`src/rtl/ip_codma_machine_states_pkg.sv`:
```
// Shared types and constants for the codma machines, including the ping-pong
// transfer buffer slot states and sizing.
package ip_codma_machine_states_pkg;

  localparam int unsigned BUF_NUM_SLOTS = 2;
  localparam int unsigned BUF_WORDS     = 8;
  localparam int unsigned BUF_WORD_W    = 32;
  localparam int unsigned BUF_CNT_W     = 4;
  localparam int unsigned BUF_BEAT_W    = 2;
  localparam int unsigned BUF_BEAT_DW   = 64;
  localparam int unsigned BUF_IDX_W     = 3;

  localparam logic [BUF_CNT_W-1:0] BUF_W2 = 4'd2;
  localparam logic [BUF_CNT_W-1:0] BUF_W6 = 4'd6;
  localparam logic [BUF_CNT_W-1:0] BUF_W8 = 4'd8;

  typedef enum logic [1:0] {
    BUF_EMPTY    = 2'b00,
    BUF_FULL     = 2'b01,
    BUF_DRAINING = 2'b10,
    BUF_UNUSED   = 2'b11
  } buf_slot_state_t;

  typedef logic [BUF_WORDS-1:0][BUF_WORD_W-1:0] buf_data_t;

  function automatic logic buf_words_legal(input logic [BUF_CNT_W-1:0] words);
    return (words == BUF_W2) || (words == BUF_W6) || (words == BUF_W8);
  endfunction

endpackage

```
`src/rtl/ip_codma_xfer_buffer_if.sv`:
```
// Read-capture / write-drain bundle of the codma transfer buffer.
// Optional IP_CODMA_BUF_PARITY_EN adds buf_parity_err_o.
interface ip_codma_xfer_buffer_if;
  import ip_codma_machine_states_pkg::*;

  logic                   flush_i;
  logic                   rd_done_i;
  logic [BUF_CNT_W-1:0]   rd_words_i;
  buf_data_t              rd_data_i;
  logic                   rd_ready_o;
  logic                   wr_req_o;
  logic [BUF_CNT_W-1:0]   wr_words_o;
  logic [BUF_BEAT_DW-1:0] wr_data_o;
  logic                   wr_last_o;
  logic                   wr_beat_i;
  logic                   wr_done_o;
  logic [1:0]             level_o;
  logic                   err_o;
`ifdef IP_CODMA_BUF_PARITY_EN
  logic                   buf_parity_err_o;
`endif

  modport slave (
    input  flush_i, rd_done_i, rd_words_i, rd_data_i, wr_beat_i,
    output rd_ready_o, wr_req_o, wr_words_o, wr_data_o, wr_last_o,
           wr_done_o, level_o, err_o
`ifdef IP_CODMA_BUF_PARITY_EN
    , output buf_parity_err_o
`endif
  );

  modport master (
    output flush_i, rd_done_i, rd_words_i, rd_data_i, wr_beat_i,
    input  rd_ready_o, wr_req_o, wr_words_o, wr_data_o, wr_last_o,
           wr_done_o, level_o, err_o
`ifdef IP_CODMA_BUF_PARITY_EN
    , input buf_parity_err_o
`endif
  );

endinterface

```
`src/rtl/ip_codma_buf_slot.sv`:
```
// One staging slot: 8x32 data, word count, slot state and beat read-out mux.
// Optional IP_CODMA_BUF_PARITY_EN stores and checks per-word even parity.
module ip_codma_buf_slot
  import ip_codma_machine_states_pkg::*;
(
  input  logic                   clk_i,
  input  logic                   reset_n_i,
  input  logic                   flush_i,
  input  logic                   cap_i,
  input  logic [BUF_CNT_W-1:0]   cap_words_i,
  input  buf_data_t              cap_data_i,
  input  logic                   beat_i,
  input  logic                   last_i,
  input  logic [BUF_BEAT_W-1:0]  beat_idx_i,
  output buf_slot_state_t        state_o,
  output buf_slot_state_t        nxt_state_o,
  output logic [BUF_CNT_W-1:0]   words_o,
  output logic [BUF_BEAT_DW-1:0] data_o,
  output logic                   illegal_o
`ifdef IP_CODMA_BUF_PARITY_EN
  , output logic                 par_err_o
`endif
);

  buf_slot_state_t      state_q, state_d;
  buf_data_t            data_q, data_d;
  logic [BUF_CNT_W-1:0] words_q, words_d;
  logic [BUF_IDX_W-1:0] lo_idx, hi_idx;

  always_comb begin
    state_d = state_q;
    data_d  = data_q;
    words_d = words_q;
    if (cap_i) begin
      data_d  = cap_data_i;
      words_d = cap_words_i;
    end
    if (flush_i) begin
      state_d = BUF_EMPTY;
    end else begin
      unique case (state_q)
        BUF_EMPTY:    if (cap_i) state_d = BUF_FULL;
        BUF_FULL:     if (beat_i) state_d = last_i ? BUF_EMPTY : BUF_DRAINING;
        BUF_DRAINING: if (beat_i && last_i) state_d = BUF_EMPTY;
        default:      state_d = BUF_EMPTY;
      endcase
    end
  end

  always_ff @(posedge clk_i) begin
    if (!reset_n_i) state_q <= BUF_EMPTY;
    else            state_q <= state_d;
  end

  // Payload is not reset; it is only observable while the slot is occupied.
  always_ff @(posedge clk_i) begin
    data_q  <= data_d;
    words_q <= words_d;
  end

  assign lo_idx      = {beat_idx_i, 1'b0};
  assign hi_idx      = {beat_idx_i, 1'b1};
  assign state_o     = state_q;
  assign nxt_state_o = state_d;
  assign words_o     = words_q;
  assign data_o      = {data_q[hi_idx], data_q[lo_idx]};
  assign illegal_o   = (state_q == BUF_UNUSED);

`ifdef IP_CODMA_BUF_PARITY_EN
  logic [BUF_WORDS-1:0] par_q, par_d;

  always_comb begin
    par_d = par_q;
    if (cap_i) begin
      for (int i = 0; i < BUF_WORDS; i++) par_d[i] = ^cap_data_i[i];
    end
  end

  always_ff @(posedge clk_i) par_q <= par_d;

  assign par_err_o = beat_i && (((^data_q[lo_idx]) != par_q[lo_idx]) ||
                                ((^data_q[hi_idx]) != par_q[hi_idx]));
`endif

endmodule

```
`src/rtl/ip_codma_xfer_buffer.sv`:
```
// Ping-pong staging buffer between the codma read and write machines.
// Optional IP_CODMA_BUF_PARITY_EN enables per-word parity and buf_parity_err_o.
module ip_codma_xfer_buffer
  import ip_codma_machine_states_pkg::*;
(
  input logic                   clk_i,
  input logic                   reset_n_i,
  ip_codma_xfer_buffer_if.slave bus
);

  buf_slot_state_t        slot_state [BUF_NUM_SLOTS];
  buf_slot_state_t        slot_nxt   [BUF_NUM_SLOTS];
  logic [BUF_CNT_W-1:0]   slot_words [BUF_NUM_SLOTS];
  logic [BUF_BEAT_DW-1:0] slot_data  [BUF_NUM_SLOTS];
  logic [BUF_NUM_SLOTS-1:0] slot_cap, slot_beat, slot_illegal, slot_par_err;

  logic                  wr_ptr_q, wr_ptr_d, rd_ptr_q, rd_ptr_d;
  logic [BUF_BEAT_W-1:0] beat_q, beat_d;
  logic                  done_q, done_d, err_q, err_d, par_err_q, par_err_d;
  logic [1:0]            level_q, level_d;

  logic                  head_busy, wr_last_c, cap_ok, cap_err, beat_acc, underflow;
  logic                  words_ok, tgt_empty;
  logic [BUF_CNT_W-1:0]  head_words;
  logic [BUF_BEAT_W-1:0] last_idx;

  for (genvar i = 0; i < BUF_NUM_SLOTS; i++) begin : g_slot
    assign slot_cap[i]  = cap_ok && (wr_ptr_q == 1'(i));
    assign slot_beat[i] = beat_acc && (rd_ptr_q == 1'(i));

    ip_codma_buf_slot u_slot (
      .clk_i       (clk_i),
      .reset_n_i   (reset_n_i),
      .flush_i     (bus.flush_i),
      .cap_i       (slot_cap[i]),
      .cap_words_i (bus.rd_words_i),
      .cap_data_i  (bus.rd_data_i),
      .beat_i      (slot_beat[i]),
      .last_i      (wr_last_c),
      .beat_idx_i  (beat_q),
      .state_o     (slot_state[i]),
      .nxt_state_o (slot_nxt[i]),
      .words_o     (slot_words[i]),
      .data_o      (slot_data[i]),
      .illegal_o   (slot_illegal[i])
`ifdef IP_CODMA_BUF_PARITY_EN
      , .par_err_o (slot_par_err[i])
`endif
    );
  end

`ifndef IP_CODMA_BUF_PARITY_EN
  assign slot_par_err = '0;
`endif

  // Head decode, capture/beat qualification and pointer/status next-state.
  always_comb begin
    head_busy  = (slot_state[rd_ptr_q] == BUF_FULL) || (slot_state[rd_ptr_q] == BUF_DRAINING);
    head_words = head_busy ? slot_words[rd_ptr_q] : '0;
    last_idx   = 2'(head_words[3:1] - 3'd1);
    wr_last_c  = head_busy && (beat_q == last_idx);
    words_ok   = buf_words_legal(bus.rd_words_i);
    tgt_empty  = (slot_state[wr_ptr_q] == BUF_EMPTY);
    cap_ok     = bus.rd_done_i && !bus.flush_i && words_ok && tgt_empty;
    cap_err    = bus.rd_done_i && !bus.flush_i && !(words_ok && tgt_empty);
    beat_acc   = bus.wr_beat_i && !bus.flush_i && head_busy;
    underflow  = bus.wr_beat_i && !bus.flush_i && !head_busy;

    wr_ptr_d  = wr_ptr_q;
    rd_ptr_d  = rd_ptr_q;
    beat_d    = beat_q;
    done_d    = 1'b0;
    par_err_d = 1'b0;
    err_d     = err_q;
    level_d   = 2'(slot_nxt[0] != BUF_EMPTY) + 2'(slot_nxt[1] != BUF_EMPTY);

    if (bus.flush_i) begin
      wr_ptr_d = 1'b0;
      rd_ptr_d = 1'b0;
      beat_d   = '0;
      err_d    = 1'b0;
    end else begin
      if (cap_ok) wr_ptr_d = ~wr_ptr_q;
      if (beat_acc) begin
        beat_d = wr_last_c ? '0 : 2'(beat_q + 2'd1);
        if (wr_last_c) begin
          rd_ptr_d = ~rd_ptr_q;
          done_d   = 1'b1;
        end
      end
      par_err_d = |slot_par_err;
      err_d     = err_q | cap_err | underflow | (|slot_illegal) | par_err_d;
    end
  end

  always_ff @(posedge clk_i) begin
    if (!reset_n_i) begin
      wr_ptr_q  <= 1'b0;
      rd_ptr_q  <= 1'b0;
      beat_q    <= '0;
      done_q    <= 1'b0;
      err_q     <= 1'b0;
      par_err_q <= 1'b0;
      level_q   <= '0;
    end else begin
      wr_ptr_q  <= wr_ptr_d;
      rd_ptr_q  <= rd_ptr_d;
      beat_q    <= beat_d;
      done_q    <= done_d;
      err_q     <= err_d;
      par_err_q <= par_err_d;
      level_q   <= level_d;
    end
  end

  assign bus.rd_ready_o = (level_q < 2'd2);
  assign bus.wr_req_o   = head_busy;
  assign bus.wr_words_o = head_words;
  assign bus.wr_data_o  = head_busy ? slot_data[rd_ptr_q] : '0;
  assign bus.wr_last_o  = wr_last_c;
  assign bus.wr_done_o  = done_q;
  assign bus.level_o    = level_q;
  assign bus.err_o      = err_q;
`ifdef IP_CODMA_BUF_PARITY_EN
  assign bus.buf_parity_err_o = par_err_q;
`else
  logic unused_par;
  assign unused_par = par_err_q;
`endif

endmodule

```
`src/flat_wrapper.sv`:
```
// flat-port wrapper written by rule: the top's interface ports become plain ports
module ip_codma_xfer_buffer_flat import ip_codma_machine_states_pkg::*;
  (clk_i, reset_n_i, bus_flush_i, bus_rd_done_i, bus_rd_words_i, bus_rd_data_i, bus_wr_beat_i, bus_rd_ready_o, bus_wr_req_o, bus_wr_words_o, bus_wr_data_o, bus_wr_last_o, bus_wr_done_o, bus_level_o, bus_err_o);
  ip_codma_xfer_buffer_if bus_i ();
  input logic clk_i;
  input logic reset_n_i;
  input wire logic [$bits(bus_i.flush_i)-1:0] bus_flush_i;
  input wire logic [$bits(bus_i.rd_done_i)-1:0] bus_rd_done_i;
  input wire logic [$bits(bus_i.rd_words_i)-1:0] bus_rd_words_i;
  input wire logic [$bits(bus_i.rd_data_i)-1:0] bus_rd_data_i;
  input wire logic [$bits(bus_i.wr_beat_i)-1:0] bus_wr_beat_i;
  output wire logic [$bits(bus_i.rd_ready_o)-1:0] bus_rd_ready_o;
  output wire logic [$bits(bus_i.wr_req_o)-1:0] bus_wr_req_o;
  output wire logic [$bits(bus_i.wr_words_o)-1:0] bus_wr_words_o;
  output wire logic [$bits(bus_i.wr_data_o)-1:0] bus_wr_data_o;
  output wire logic [$bits(bus_i.wr_last_o)-1:0] bus_wr_last_o;
  output wire logic [$bits(bus_i.wr_done_o)-1:0] bus_wr_done_o;
  output wire logic [$bits(bus_i.level_o)-1:0] bus_level_o;
  output wire logic [$bits(bus_i.err_o)-1:0] bus_err_o;
  assign bus_i.flush_i = bus_flush_i;
  assign bus_i.rd_done_i = bus_rd_done_i;
  assign bus_i.rd_words_i = bus_rd_words_i;
  assign bus_i.rd_data_i = bus_rd_data_i;
  assign bus_i.wr_beat_i = bus_wr_beat_i;
  assign bus_rd_ready_o = bus_i.rd_ready_o;
  assign bus_wr_req_o = bus_i.wr_req_o;
  assign bus_wr_words_o = bus_i.wr_words_o;
  assign bus_wr_data_o = bus_i.wr_data_o;
  assign bus_wr_last_o = bus_i.wr_last_o;
  assign bus_wr_done_o = bus_i.wr_done_o;
  assign bus_level_o = bus_i.level_o;
  assign bus_err_o = bus_i.err_o;
  ip_codma_xfer_buffer u_core (.clk_i(clk_i), .reset_n_i(reset_n_i), .bus(bus_i));
endmodule
```
`config.mk`:
```
export PLATFORM = sky130hd
export DESIGN_NAME = ip_codma_xfer_buffer_flat
export DESIGN_NICKNAME = d
export VERILOG_FILES = /design/src/rtl/ip_codma_machine_states_pkg.sv /design/src/rtl/ip_codma_xfer_buffer_if.sv /design/src/rtl/ip_codma_buf_slot.sv /design/src/rtl/ip_codma_xfer_buffer.sv /design/src/flat_wrapper.sv
export SDC_FILE = /design/constraint.sdc
export NUM_CORES = 1
export LEC_CHECK = 0
export ABC_CLOCK_PERIOD_IN_PS = 11000
export CAP_MARGIN = 10
export CORE_ASPECT_RATIO = 2
export CORE_MARGIN = 4
export CORE_UTILIZATION = 53
export DETAILED_ROUTE_END_ITERATION = 6
export GPL_ROUTABILITY_DRIVEN = 0
export PLACE_DENSITY = 0.8
export SYNTH_ARGS = -nofsm -noshare
export SYNTH_HDL_FRONTEND = slang
export SYNTH_SLANG_ARGS = --single-unit
```
`constraint.sdc`:
```
create_clock -name clk_i -period 11 [get_ports clk_i]
set_clock_uncertainty 0.05 [all_clocks]
set_input_delay 2.2 -clock clk_i [delete_from_list [all_inputs] [get_ports clk_i]]
set_output_delay 2.2 -clock clk_i [all_outputs]
set_load 0.02 [all_outputs]
```
==> summary.md <==
| Metric | Value |
|---|---|
| Setup tns final | `0 ns` |
| Largest family of logic cells by synthesized area | `multiplexers` |
| Synth Area in Adders | `0.06162%` |
| Final hold viol count | `0` |
| WP data arrival | `4.00 ns` |
| Routed wire length | `44.93 mm` |
| Cells after Synth | `907` |
| Post-CTS Setup Bufs | `0` |
| Crit Path Max Fanout | `47` |
| Worst path required time | `8.75 ns` |
| Initial DRC count | `642` |
| Seq. cell area | `about 16,000 um2` |
| CP peak stage delay | `around 0.82 ns` |
| Critical Setup Path Class | `reg2out` |
| DP Wirelength | `29.95 mm` |
| Vias in the first global route | `11,360` |
| Crit path depth | `6` |
| Fin crit period | `6.250 ns` |
| Setup crit end kind | `primary output` |
| Worst vdd ir | `approximately 0.00015 V` |
| Max-Cap Viols | `0` |
| Area leader, netlist | `edfxtp_1` |
| Antenna violations before repair | `28` |
| Leak | `between 7 and 8 nW` |
| Synth Flop Type | `edfxtp_1` |
| Die W | `146.4 um` |
| Core ar. | `37,910 um2` |
| DR pass1 iterations | `5` |
| Sequential-to-total area share from yosys stat | `78.08%` |
| All-Layer GR Usage | `21.34%` |
| Pwr Density | `155.5 nW/um2` |
| Final Setup Violations | `0` |
| Max Freq | `160.0 MHz` |
| Worst-Margin Slew | `1.184 ns` |
| Via Count | `10,162` |
| Yosys top cell area share | `76.90%` |
| Vias per cell | `5.706` |
| Clock insertion delay at the later pin of the skew report | `0.55 ns` |
| Crit-path cells | `buf_4, mux2i_1, xnor2_1, mux2i_1, nor2_1, clkdlybuf4s50_1` |
| H-Tree Level Count | `2` |
| Final period utilization | `56.82%` |
| Area of the mapped netlist | `20,310 um2` |
| I/O pin cnt | `340` |
| Compound-Gate Fraction of Synth Area | `less than 1%` |
| Clock power frac | `40.4%` |
| PostCTS Resize Cnt | `0` |
| Fin nets | `1,523` |
| Comb pwr share | `under 10%` |
| Clk sinks | `532` |
| Largest net degree at the start of global routing | `105` |
| Unique masters post-synth | `39` |
| Top Family by Delay on Critical Path | `buffers and inverters` |
| Total gr overflow | `0` |
| Internal power | `between 3 and 4 mW` |
| Simple-gate share of the synthesized area | `2.292%` |
| CTS Root Buffer Type | `clkbuf_16` |
| RSZ-0062 raised after global routing | `no` |
| WHS Path Cells | `2` |
| Die ar. | `41,700 um2` |
| Most used cell along the critical path | `mux2i_1` |
| Die Ht | `284.8 um` |
| Layout cell share with drive strength beyond 1 | `17.21%` |
| Multi-input logic area | `4243 um2` |
| Top post-synthesis cells by area | `edfxtp_1 (77%), mux4_2 (14%), mux2i_1 (3.4%)` |
| Share of flip-flops with an asynchronous set or reset | `0%` |
| # fillers | `approximately 2,400` |
| Fin. max-slew vios | `0` |
| Global-route wire length before repair | `66.59 mm` |
| Worst reg2reg path depth | `5` |
| Min Hold Slack | `~0.53 ns` |
| Relative slew slack | `21.06%` |
| Crit start category | `flop` |
| Mapped Avg Cell Area | `22.39 um2` |
| Total CTS buffers | `44` |
| Buf/Inv on CP | `2` |
| FP Rows | `101` |
| Hold Buf Count CTS | `0` |
| DRC Markers | `0` |
| Xor/xnor share of the synthesized area | `0.2095%` |
| Hold Path Class | `reg2reg` |
| IO buf count | `339` |
| Starting Density | `53.56%` |
| Routed len/inst | `25.23 um` |
| Slowest cell on the critical path | `buf_4` |
| Sw Pwr | `0.7415 mW` |
| Ys Warns | `0` |
| Post-synth net total | `1,173` |
| Status | `completed` |
| Area Growth Syn to Fin | `26.89%` |
| Sequential power share | `between 50 and 60%` |
| Post-synth EDFFs | `520` |
| Post-DRT Antenna Nets | `0` |
| Switching share of power | `18.51%` |
| CTS tree | `yes` |
| Clk buf depth | `3` |
| Post-synthesis mux area share | `17.73%` |
| Clk slew on worst S/H paths | `roughly 0.070 ns` |
| Post-synthesis register bit count | `532` |
## sequential cells by signal (all words and copies together), names as in the netlist
name,count
u_core.bus.err_o,1
u_core.wr_ptr_q,1
u_core.bus.level_o,2
u_core.g_slot.u_slot.words_o,8
u_core.bus.wr_done_o,1
u_core.rd_ptr_q,1
u_core.beat_q,2
u_core.g_slot.u_slot.data_q,512
u_core.g_slot.u_slot.state_o,4
## final timing paths
check,start,slack [ns],to
worst max-delay path,u_core.rd_ptr_q$_SDFFE_PP0P_,4.75,bus_wr_last_o
worst max register to register,u_core.g_slot[1].u_slot.state_o[0]$_SDFF_PN0_,7.24,u_core.g_slot[0].u_slot.data_q[19]$_DFFE_PP_
worst min register to register,u_core.wr_ptr_q$_SDFFE_PP0N_,0.53,u_core.wr_ptr_q$_SDFFE_PP0N_
worst min-delay path,u_core.wr_ptr_q$_SDFFE_PP0N_,0.53,u_core.wr_ptr_q$_SDFFE_PP0N_
## final cells by class
type,count,area share (%)
Multi-Input combinational cell,324,16.47
Antenna cell,28,0.2719
Sequential cell,532,61.58
Inverter,5,0.1020
Clock inverter,29,1.321
Clock buffer,50,4.521
Tap cell,463,2.248
Timing Repair Buffer,350,13.49
## worst min-delay path, stage by stage (launching register included)
cell	delay [ns]
dfxtp_1	0.35
xnor2_1	0.16
nor2_1	0.04
## layer usage
layer / part of all wire, % / track usage, % / vias up
met5: 0.060 / 0 / -
met4: 5.6 / 12.51 / 4
li1: - / - / 4485
met1: 33 / 22.56 / 5175
met2: 56 / 39.11 / 392
met3: 5.2 / 4.118 / 106
## kinds of logic (layout without fill, tap and decap cells)
kind of cell / Yosys count / count (layout)
DFF: 532 / 532
buffers and inverters: 51 / 434
adders and majority gates: 1 / 1
and+or+nand+nor: 103 / 103
xor gates and xnor gates: 4 / 4
other: 0 / 28
AOI/OAI and AO/OA: 17 / 17
muxes: 199 / 199
## stage by stage
| stage | power (mW) | worst slack (ns) | util (%) | cells | area (um2) |
|---|---|---|---|---|---|
| 3_5_place_dp | 2.434 | 4.910 | 63.81 | 1674 | 24190 |
| 6_report | 4.006 | 4.750 | 67.96 | 1781 | 25770 |
| 5_1_grt | 4.125 | 4.544 | 67.96 | 1780 | 25760 |
| 2_1_floorplan | 2.315 | 1.219 | - | 907 | 20310 |
| 3_3_place_gp | 2.427 | 5.007 | 63.81 | 1674 | 24190 |
| 4_1_cts | 4.037 | 4.665 | 67.78 | 1753 | 25700 |
## cell usage after synthesis, types with 4 or more instances
master / number
a21oi_1: 7
and2_1: 4
buf_1: 6
buf_2: 19
clkbuf_1: 20
dfxtp_1: 12
edfxtp_1: 520
inv_1: 4
mux2i_1: 69
mux4_2: 128
nand2b_1: 5
nor2_1: 75
## placed cells by master, fill, tap and decap left out, types with 9 or more instances in the layout
cell type	netlist	final
mux4_2	128	128
buf_4	1	11
clkinv_2	0	10
clkdlybuf4s50_1	0	339
diode_2	0	28
mux2i_1	69	69
nor2_1	75	75
dfxtp_1	12	9
clkbuf_16	0	45
edfxtp_1	520	520
## power groups by stage
stage	Sequential (mW)	Clock, mW	Combinational, mW
floorplan	2.29	0	0.0213
global placement	2.29	0	0.140
detailed placement	2.29	0	0.145
CTS	2.24	1.65	0.146
global route	2.24	1.73	0.153
finish	2.24	1.62	0.145
(Power assumes the default switching activity.)
